**src/rtl/ahbl_apb_bridge.sv**
```systemverilog
// ---------------------------------------------------------------------------
// ahbl_apb_bridge
// AHB-Lite slave that turns single AHB-Lite transfers into APB3 transfers.
// One transfer is in flight at a time; the AHB data phase is stretched with
// HREADYOUT until the APB slave signals PREADY.
//
// Ports
//   HCLK, HRESETn        shared bus clock, asynchronous active-low reset
//   HSEL .. HREADY       AHB-Lite slave inputs (HSIZE ignored, HTRANS[0] unused)
//   HREADYOUT, HRESP     wait-state / response, decoded from the state register
//   HRDATA               registered read data, held until the next read ends
//   PSEL .. PWDATA       APB3 master outputs (PSEL one-hot, PWDATA = HWDATA)
//   PRDATA .. PSLVERR    APB3 slave responses
// ---------------------------------------------------------------------------
module ahbl_apb_bridge #(
    parameter int NUM_SLAVES = 16,
    parameter int SLV_LSB    = 24,
    parameter int PADDR_W    = 24
) (
    input  logic                  HCLK,
    input  logic                  HRESETn,
    input  logic                  HSEL,
    input  logic [31:0]           HADDR,
    input  logic [1:0]            HTRANS,
    input  logic [2:0]            HSIZE,
    input  logic                  HWRITE,
    input  logic [31:0]           HWDATA,
    input  logic                  HREADY,
    output logic                  HREADYOUT,
    output logic                  HRESP,
    output logic [31:0]           HRDATA,
    output logic [NUM_SLAVES-1:0] PSEL,
    output logic [PADDR_W-1:0]    PADDR,
    output logic                  PENABLE,
    output logic                  PWRITE,
    output logic [31:0]           PWDATA,
    input  logic [31:0]           PRDATA,
    input  logic                  PREADY,
    input  logic                  PSLVERR
);

    typedef enum logic [2:0] {
        ST_IDLE   = 3'd0,
        ST_SETUP  = 3'd1,
        ST_ACCESS = 3'd2,
        ST_ERR1   = 3'd3,
        ST_ERR2   = 3'd4
    } state_t;

    state_t     state_r;
    state_t     state_nxt_s;
    logic [3:0] idx_s;
    logic [3:0] idx_r;
    logic       acc_s;
    logic       take_s;
    logic       bad_idx_s;
    logic       apb_active_s;
    logic       unused_s;

    // HSIZE, HTRANS[0] and the address bits outside the index/PADDR fields
    // carry no meaning for this bridge.
    assign unused_s = ^{HSIZE, HTRANS[0], HADDR};

    assign idx_s     = HADDR[SLV_LSB +: 4];
    assign bad_idx_s = ({1'b0, idx_s} >= 5'(NUM_SLAVES));
    assign acc_s     = HSEL & HTRANS[1] & HREADY;
    // A new address is only taken when the previous transfer has finished.
    assign take_s    = acc_s & ((state_r == ST_IDLE) | (state_r == ST_ERR2));

    // Write data is passed straight through: the master holds HWDATA while stalled.
    assign PWDATA = HWDATA;

    // State register.
    always_ff @(posedge HCLK or negedge HRESETn) begin
        if (!HRESETn) begin
            state_r <= ST_IDLE;
        end else begin
            state_r <= state_nxt_s;
        end
    end

    // Next-state logic.
    always_comb begin
        state_nxt_s = state_r;
        case (state_r)
            ST_IDLE, ST_ERR2: begin
                if (take_s) begin
                    state_nxt_s = bad_idx_s ? ST_ERR1 : ST_SETUP;
                end else begin
                    state_nxt_s = ST_IDLE;
                end
            end
            ST_SETUP: begin
                state_nxt_s = ST_ACCESS;
            end
            ST_ACCESS: begin
                if (PREADY) begin
                    state_nxt_s = PSLVERR ? ST_ERR1 : ST_IDLE;
                end else begin
                    state_nxt_s = ST_ACCESS;
                end
            end
            ST_ERR1: begin
                state_nxt_s = ST_ERR2;
            end
            default: begin
                state_nxt_s = ST_IDLE;
            end
        endcase
    end

    // Output decode from the state register only; no input-to-output paths.
    always_comb begin
        HREADYOUT    = 1'b1;
        HRESP        = 1'b0;
        PENABLE      = 1'b0;
        apb_active_s = 1'b0;
        case (state_r)
            ST_IDLE: begin
                HREADYOUT = 1'b1;
            end
            ST_SETUP: begin
                HREADYOUT    = 1'b0;
                apb_active_s = 1'b1;
            end
            ST_ACCESS: begin
                HREADYOUT    = 1'b0;
                PENABLE      = 1'b1;
                apb_active_s = 1'b1;
            end
            ST_ERR1: begin
                HREADYOUT = 1'b0;
                HRESP     = 1'b1;
            end
            ST_ERR2: begin
                HREADYOUT = 1'b1;
                HRESP     = 1'b1;
            end
            default: begin
                HREADYOUT = 1'b1;
            end
        endcase
    end

    // One-hot PSEL from the latched index; all zero outside SETUP/ACCESS.
    always_comb begin
        PSEL = '0;
        if (apb_active_s) begin
            for (int i = 0; i < NUM_SLAVES; i++) begin
                PSEL[i] = (idx_r == 4'(i));
            end
        end else begin
            PSEL = '0;
        end
    end

    // Address-phase capture; held stable for the whole APB access.
    always_ff @(posedge HCLK or negedge HRESETn) begin
        if (!HRESETn) begin
            PADDR  <= '0;
            PWRITE <= 1'b0;
            idx_r  <= 4'd0;
        end else if (take_s) begin
            PADDR  <= HADDR[PADDR_W-1:0];
            PWRITE <= HWRITE;
            idx_r  <= idx_s;
        end
    end

    // Read data capture on the completing ACCESS cycle, error or not.
    always_ff @(posedge HCLK or negedge HRESETn) begin
        if (!HRESETn) begin
            HRDATA <= 32'd0;
        end else if ((state_r == ST_ACCESS) && PREADY && !PWRITE) begin
            HRDATA <= PRDATA;
        end
    end

endmodule

```
**config.mk**
```make
export PLATFORM = sky130hd
export DESIGN_NAME = ahbl_apb_bridge
export DESIGN_NICKNAME = d
export VERILOG_FILES = /design/src/rtl/ahbl_apb_bridge.sv
export SDC_FILE = /design/constraint.sdc
export NUM_CORES = 1
export LEC_CHECK = 0
export ABC_CLOCK_PERIOD_IN_PS = 2000
export BUFFER_PORTS_ARGS = -buffer_cell sky130_fd_sc_hd__buf_2
export CORE_MARGIN = 8
export CORE_UTILIZATION = 35
export CTS_BUF_LIST = sky130_fd_sc_hd__clkbuf_8
export CTS_CLUSTER_DIAMETER = 200
export CTS_CLUSTER_SIZE = 16
export DETAILED_ROUTE_END_ITERATION = 8
export PLACE_DENSITY = 0.72
export SYNTH_ARGS = -nofsm -noshare
export SYNTH_HDL_FRONTEND = slang
export SYNTH_SLANG_ARGS = --single-unit
```
**constraint.sdc**
```tcl
create_clock -name HCLK -period 2 [get_ports HCLK]
set_input_delay 0.1 -clock HCLK [delete_from_list [all_inputs] [get_ports HCLK]]
set_output_delay 0.1 -clock HCLK [all_outputs]
set_load 0.02 [all_outputs]
```
==> impl_metrics.json, run 1 <==
{
  "run_status": "complete, no violations",
  "postLayoutCellArea_um2": 4400,
  "placed_cell_area_um2": 3540,
  "drtIter0Drc": 42,
  "period_needed_ns": 1.89,
  "die_w_um": 108,
  "final-max-slew-violation-count": 0,
  "core_um2": 8220,
  "finalSetupTns_ns": 0,
  "worstSkewPairLatency_ns": 0.33,
  "die_h_um": 108,
  "drcViolationCount": 0,
  "arrival_ns": 1.79,
  "synth_area_um2": 2980,
  "cts_tree": "yes",
  "synth_top_area_frac": 0.538,
  "finalSetupViolations": 0,
  "worstSetupPathDepth": 4,
  "cp_cell_sequence": "xnor2_1, or4b_4, nor3_1, buf_2",
  "cp_max_fo": 7,
  "grt_pass1_wl_um": 13200,
  "cts.sinks": 64,
  "antenna_found_initial": 0,
  "regToRegSetupSlack_ns": 0.30,
  "period_share": 0.947,
  "avgSynthCellArea_um2": 14.5,
  "overflow": 0,
  "slew_headroom": 0.772,
  "switchingPower_w": 0.00246,
  "dr.pass1.iters": 4,
  "htree_levels": 3,
  "power.density_nw_per_um2": 1510,
  "wirelength_um": 8240,
  "grt_max_degree": 65,
  "cpMaxStageDelayCell": "or4b_4",
  "worst_hold_path_type": "primary input to flop",
  "io_buffers": 143,
  "p_leak_nw": 2.20,
  "worst_r2r_path_depth": 4,
  "yosysTopAreaCell": "dfrtp_1",
  "synthToLayoutAreaGrowth_pct": 47.7,
  "crit_buf_inv": 1,
  "cp-start-kind": "flop",
  "hold_depth": 2,
  "vias": 2205,
  "clock.fmax_mhz": 528,
  "worstPathRequired_ns": 1.90,
  "grt_setup_unrepaired": "false",
  "dieArea_um2": 11700,
  "rr_endpoint": "HRDATA[23]",
  "swShare": 0.370,
  "reg2reg_from": "state_r[2]",
  "fin_hold_ws_ns": 0.0178,
  "cts_buffers": 9,
  "yosysSeqAreaShare": 0.538,
  "cts_setup_buffers": 0,
  "pwr-share-clk": 0.206,
  "maxCapViolCount": 0,
  "hp-start": "HADDR[5]",
  "crit_type": "flop to output pin",
  "synth_nets": 314,
  "ys_warn_count": 0,
  "std_cell_rows": 33,
  "antenna_cells": 0,
  "grt_pass1_vias": 2566,
  "synthTopCellsByArea": "dfrtp_1 54%, mux2_4 15%, mux2_2 12%, buf_4 8.1%, buf_12 2.0%",
  "min_to": "PADDR[5]",
  "avgRoutedWirePerCell_um": 16.7,
  "p_seq_frac": 0.351,
  "ys_types": 24,
  "ys_seq_elements": 64,
  "clock_skew_ns": 0.00470,
  "max_stage_delay_ns": 0.52,
  "postRouteAntennaNets": 0,
  "tightest_slew_ns": 0.342,
  "cts-root-buf": "clkbuf_8",
  "p_int_w": 0.00419,
  "endpoint_kind": "output pin",
  "finalHoldViolations": 0,
  "clock_path_buffers": 2,
  "path_clk_slew_ns": 0.07,
  "drive_gt1_frac": 0.590,
  "p_comb_frac": 0.443,
  "gp_congestion": 0.720,
  "start_util": 0.363,
  "path_delay_family": "simple AND/OR/NAND/NOR gates",
  "track_usage": 0.144,
  "nets": 491,
  "vias_per_cell": 4.47,
  "dp_hpwl_um": 5500,
  "netlist_instances": 206,
  "ios": 216,
  "irDropWorstVdd_v": 0.000706
}
layer usage:
layer	wire, µm	track usage
met1	2900	0.142
met2	4240	0.254
met3	867	0.0654
met4	224	0.0665
met5	0	0
cell type report:
cell class              instances  area [µm²]
flip-flops and latches         64        1600
clock inverters                 6         108
fillers                       708        3820
well taps                     105         131
clock buffers                  10         138
repair buffers                207        1390
multi-input cells             101        1030
synthesized netlist by cell type:
cell / number
nand4b_1: 1
or2_2: 1
or2b_2: 1
buf_4: 32
nand4_1: 1
xnor2_1: 1
nor2_1: 15
a21oi_1: 1
nand3b_1: 2
mux2_4: 30
nand3_1: 2
buf_2: 3
dfrtp_1: 64
nor3_1: 4
buf_6: 3
buf_12: 3
nand2_1: 3
mux2_2: 31
xor2_1: 1
a21o_1: 1
nand2b_1: 3
and3b_1: 1
nor3b_4: 1
or4b_1: 1
cells by family after synthesis:
| logic type | Yosys count | share of synthesized area |
|---|---|---|
| AO/OA/AOI/OAI | 2 | 0.00420 |
| flip-flops | 64 | 0.538 |
| XOR/XNOR | 2 | 0.00588 |
| buffers and inverters | 41 | 0.117 |
| multiplexers | 61 | 0.268 |
| AND/OR/NAND/NOR | 36 | 0.0668 |
power by group through the flow:
stage,clock [W],sequential (W),combinational [W]
2_1_floorplan,0,0.00303,0.00133
3_3_place_gp,0,0.00229,0.00283
3_5_place_dp,0,0.00234,0.00288
4_1_cts,0.00141,0.00233,0.00299
5_1_grt,0.00147,0.00243,0.00315
6_report,0.00137,0.00233,0.00294
registers in the layout, indices dropped and copies added (netlist names):
name	count
PADDR	24
HRDATA	32
idx_r	4
state_r	3
PWRITE	1
worst max path at each step:
stage,start,endpoint
2_1_floorplan,state_r[0],HRDATA[0]
3_3_place_gp,state_r[0],HRDATA[24]
3_5_place_dp,state_r[1],HRDATA[23]
4_1_cts,state_r[1],PSEL[8]
5_1_grt,state_r[0],PSEL[9]
6_report,state_r[0],PSEL[8]
through the flow:
stage / setup WS (ns) / utilization / std cells / total power, W
after floorplan: 0.290 / - / 206 / 0.00436
after global placement: 0.317 / 0.431 / 416 / 0.00512
after detailed placement: 0.275 / 0.431 / 416 / 0.00522
after CTS: 0.0506 / 0.535 / 493 / 0.00673
after global routing: 0.000360 / 0.536 / 493 / 0.00704
final: 0.107 / 0.536 / 493 / 0.00664
layout by cell type (no fill, tap or decap):
cell type,synthesis,routed
or2_2,1,1
nand3b_1,2,2
nand4_1,1,1
nand3_1,2,2
xnor2_1,1,1
nand4b_1,1,1
nor3_1,4,4
a21oi_1,1,1
xor2_1,1,1
clkinv_4,0,1
nor3b_4,1,1
and3b_2,0,1
dfrtp_1,64,62
a21o_1,1,1
nand2_1,3,3
mux2_2,31,31
dfrtp_2,0,2
buf_12,3,3
or2b_2,1,1
clkbuf_8,0,10
dlygate4sd3_1,0,61
bufinv_16,0,3
clkinv_2,0,1
mux2_4,30,30
inv_1,0,1
nand2b_1,3,3
or4b_4,0,1
nor2_1,15,15
buf_2,3,143
worst register-to-register path, cell delays in order, from the launching register on:
cell and delay [ns]:
dfrtp_1 0.48, nor3b_4 0.24, and3b_2 0.23, buf_12 0.25
mux2_2 0.38
repair_timing:
item | CTS | global route
hold buffers | 61 | 0
endpoints found under the hold margin | 123 | 0
gates resized for setup | 2 | 1
setup endpoints to repair | 1 | 2
(Power assumes the default switching activity.)
==> run 2, diff against run 1 <==
BUFFER_PORTS_ARGS = default   (was -buffer_cell sky130_fd_sc_hd__buf_2)
DONT_BUFFER_PORTS = 1   (was default)
PLACE_DENSITY = 0.5   (was 0.72)
==> run 2 against run 1 <==
Critical path depth unchanged. Critical path type unchanged. Utilization down 8.2 points. Global-route usage down 2.0 points. Routed wire length down 15%. Non-clock buffer count down 133. Clock power down 18%. Maximum frequency down 1.2%. Count of clock-buffer cells in the layout unchanged. Sequential share of layout area up 6.6 points. Critical endpoint unchanged. Sequential cell count unchanged.
==> impl_metrics.json, run 2 (synthesis results as in run 1) <==
{
  "run_status": "complete, no violations",
  "fin_hold_ws_ns": 0.0856,
  "clock_skew_ns": 0.0141,
  "worst_hold_path_type": "primary input to flop",
  "top_regs": "HRDATA (32), PADDR (24), idx_r (4)",
  "largest_reg_flops": 32,
  "std_cell_rows": 33,
  "overflow": 0,
  "finalSetupTns_ns": 0,
  "drtIter0Drc": 60,
  "endpoint_kind": "output pin",
  "path_common_cell": "buf_4",
  "postRouteAntennaNets": 0,
  "cts_buffers": 9,
  "layout_commonest_cell": "dlygate4sd3_1",
  "tightest_slew_ns": 0.425,
  "final-max-slew-violation-count": 0,
  "antenna_found_initial": 0,
  "path_clk_slew_ns": 0.07,
  "grt_max_degree": 65,
  "drive_gt1_frac": 0.380,
  "placed_cell_area_um2": 2840,
  "cp_cell_sequence": "buf_4, or4b_4, nor3_1, buf_4",
  "slew_headroom": 0.716,
  "vias": 1715,
  "antenna_cells": 0,
  "finalPower_w": 0.00580,
  "arrival_ns": 1.82,
  "seq_area_um2": 1600,
  "cts_setup_buffers": 0,
  "track_usage": 0.124,
  "cts.sinks": 64,
  "cpMaxStageDelayCell": "or4b_4",
  "gp_congestion": 0.640,
  "grt_setup_unrepaired": "false",
  "clock_path_buffers": 2,
  "die_w_um": 108,
  "worstSkewPairLatency_ns": 0.34,
  "worstPathRequired_ns": 1.90,
  "avgRoutedWirePerCell_um": 19.5,
  "top_register": "HRDATA",
  "period_share": 0.959,
  "die_h_um": 108,
  "dieArea_um2": 11700,
  "htree_levels": 3,
  "irDropWorstVdd_v": 0.000715,
  "period_needed_ns": 1.92,
  "dr.pass1.iters": 4,
  "multi_input_area_um2": 1040,
  "io_buffers": 0,
  "finalHoldViolations": 0,
  "cp-start-kind": "flop",
  "dp_hpwl_um": 5010,
  "vias_per_cell": 4.76,
  "nFillCells": 713,
  "core_um2": 8220,
  "p_leak_nw": 1.62,
  "grt_pass1_wl_um": 11200,
  "wirelength_um": 7020,
  "postLayoutCellArea_um2": 3730,
  "utilization": 0.454,
  "grt_pass1_vias": 1988,
  "crit_type": "flop to output pin",
  "synthToLayoutAreaGrowth_pct": 25.2,
  "power.density_nw_per_um2": 1560,
  "maxCapViolCount": 0,
  "most-common-layout-cells": "64 x dlygate4sd3_1, 62 x dfrtp_1, 31 x mux2_2",
  "cts_tree": "yes",
  "drcViolationCount": 0,
  "max_stage_delay_ns": 0.57,
  "start_util": 0.363,
  "nets": 358,
  "cts-root-buf": "clkbuf_8",
  "cp_max_fo": 7,
  "finalSetupViolations": 0,
  "clock.fmax_mhz": 522,
  "ios": 216
}
## run 2: cell types whose count changed in the layout (fill, tap and decap cells not counted), sizes merged
cell | previous run | this run
buf | 146 | 10
dlygate4sd3 | 61 | 64
bufinv | 3 | 1
clkinvlp | 0 | 2
## run 2: per-layer routing
| metal | track usage | vias up | share of wire |
|---|---|---|---|
| li1 | - | 759 | - |
| met1 | 0.125 | 832 | 0.32 |
| met2 | 0.202 | 88 | 0.52 |
| met3 | 0.0583 | 36 | 0.13 |
| met4 | 0.0841 | 0 | 0.038 |
| met5 | 0 | - | 0 |
## run 2: layout make-up
| class | count | area share |
|---|---|---|
| well taps | 105 | 0.0352 |
| repair buffers | 74 | 0.201 |
| clock buffers | 10 | 0.0369 |
| flip-flops and latches | 64 | 0.430 |
| clock inverters | 6 | 0.0181 |
| multi-input cells | 101 | 0.279 |
## run 2: what timing repair did
item | 4_1_cts | 5_1_grt
hold endpoints to repair | 127 | 0
hold buffers | 65 | 0
setup endpoints to repair | 3 | 4
gates resized for setup | 0 | 6
## run 2: worst paths after layout
kind | start | endpoint | slack, ns | cells past startpoint
worst max register to register | state_r[0] | HRDATA[23] | 0.35 | 4
max in group asynchronous | HRESETn | state_r[0] | 1.42 | 2
worst min register to register | idx_r[3] | idx_r[3] | 0.56 | 1
worst min-delay path | PSLVERR | state_r[1] | 0.09 | 3
min in group asynchronous | HRESETn | HRDATA[6] | 0.29 | 2
worst max-delay path | state_r[2] | PSEL[8] | 0.08 | 4
## run 2: report_power, final
group	leakage (nW)	total, W	switching [W]	internal, W
combinational	0.756	0.00146	0.000522	0.000940
clock	0.0989	0.00112	0.000504	0.000613
sequential	0.765	0.00322	0.00129	0.00194
## run 2: critical path, delay by kind of cell, from the launching register on
kind          cells  cell delay (ns)
buf+inv           2             0.34
simple gates      2             0.73
flops             1             0.41
## run 2: stage by stage
| stage | instances | setup slack, ns |
|---|---|---|
| global placement | 279 | 0.352 |
| global route | 360 | 0.00314 |
| detailed placement | 279 | 0.332 |
| floorplan | 206 | 0.290 |
| finish | 360 | 0.0830 |
| CTS | 360 | -0.0256 |
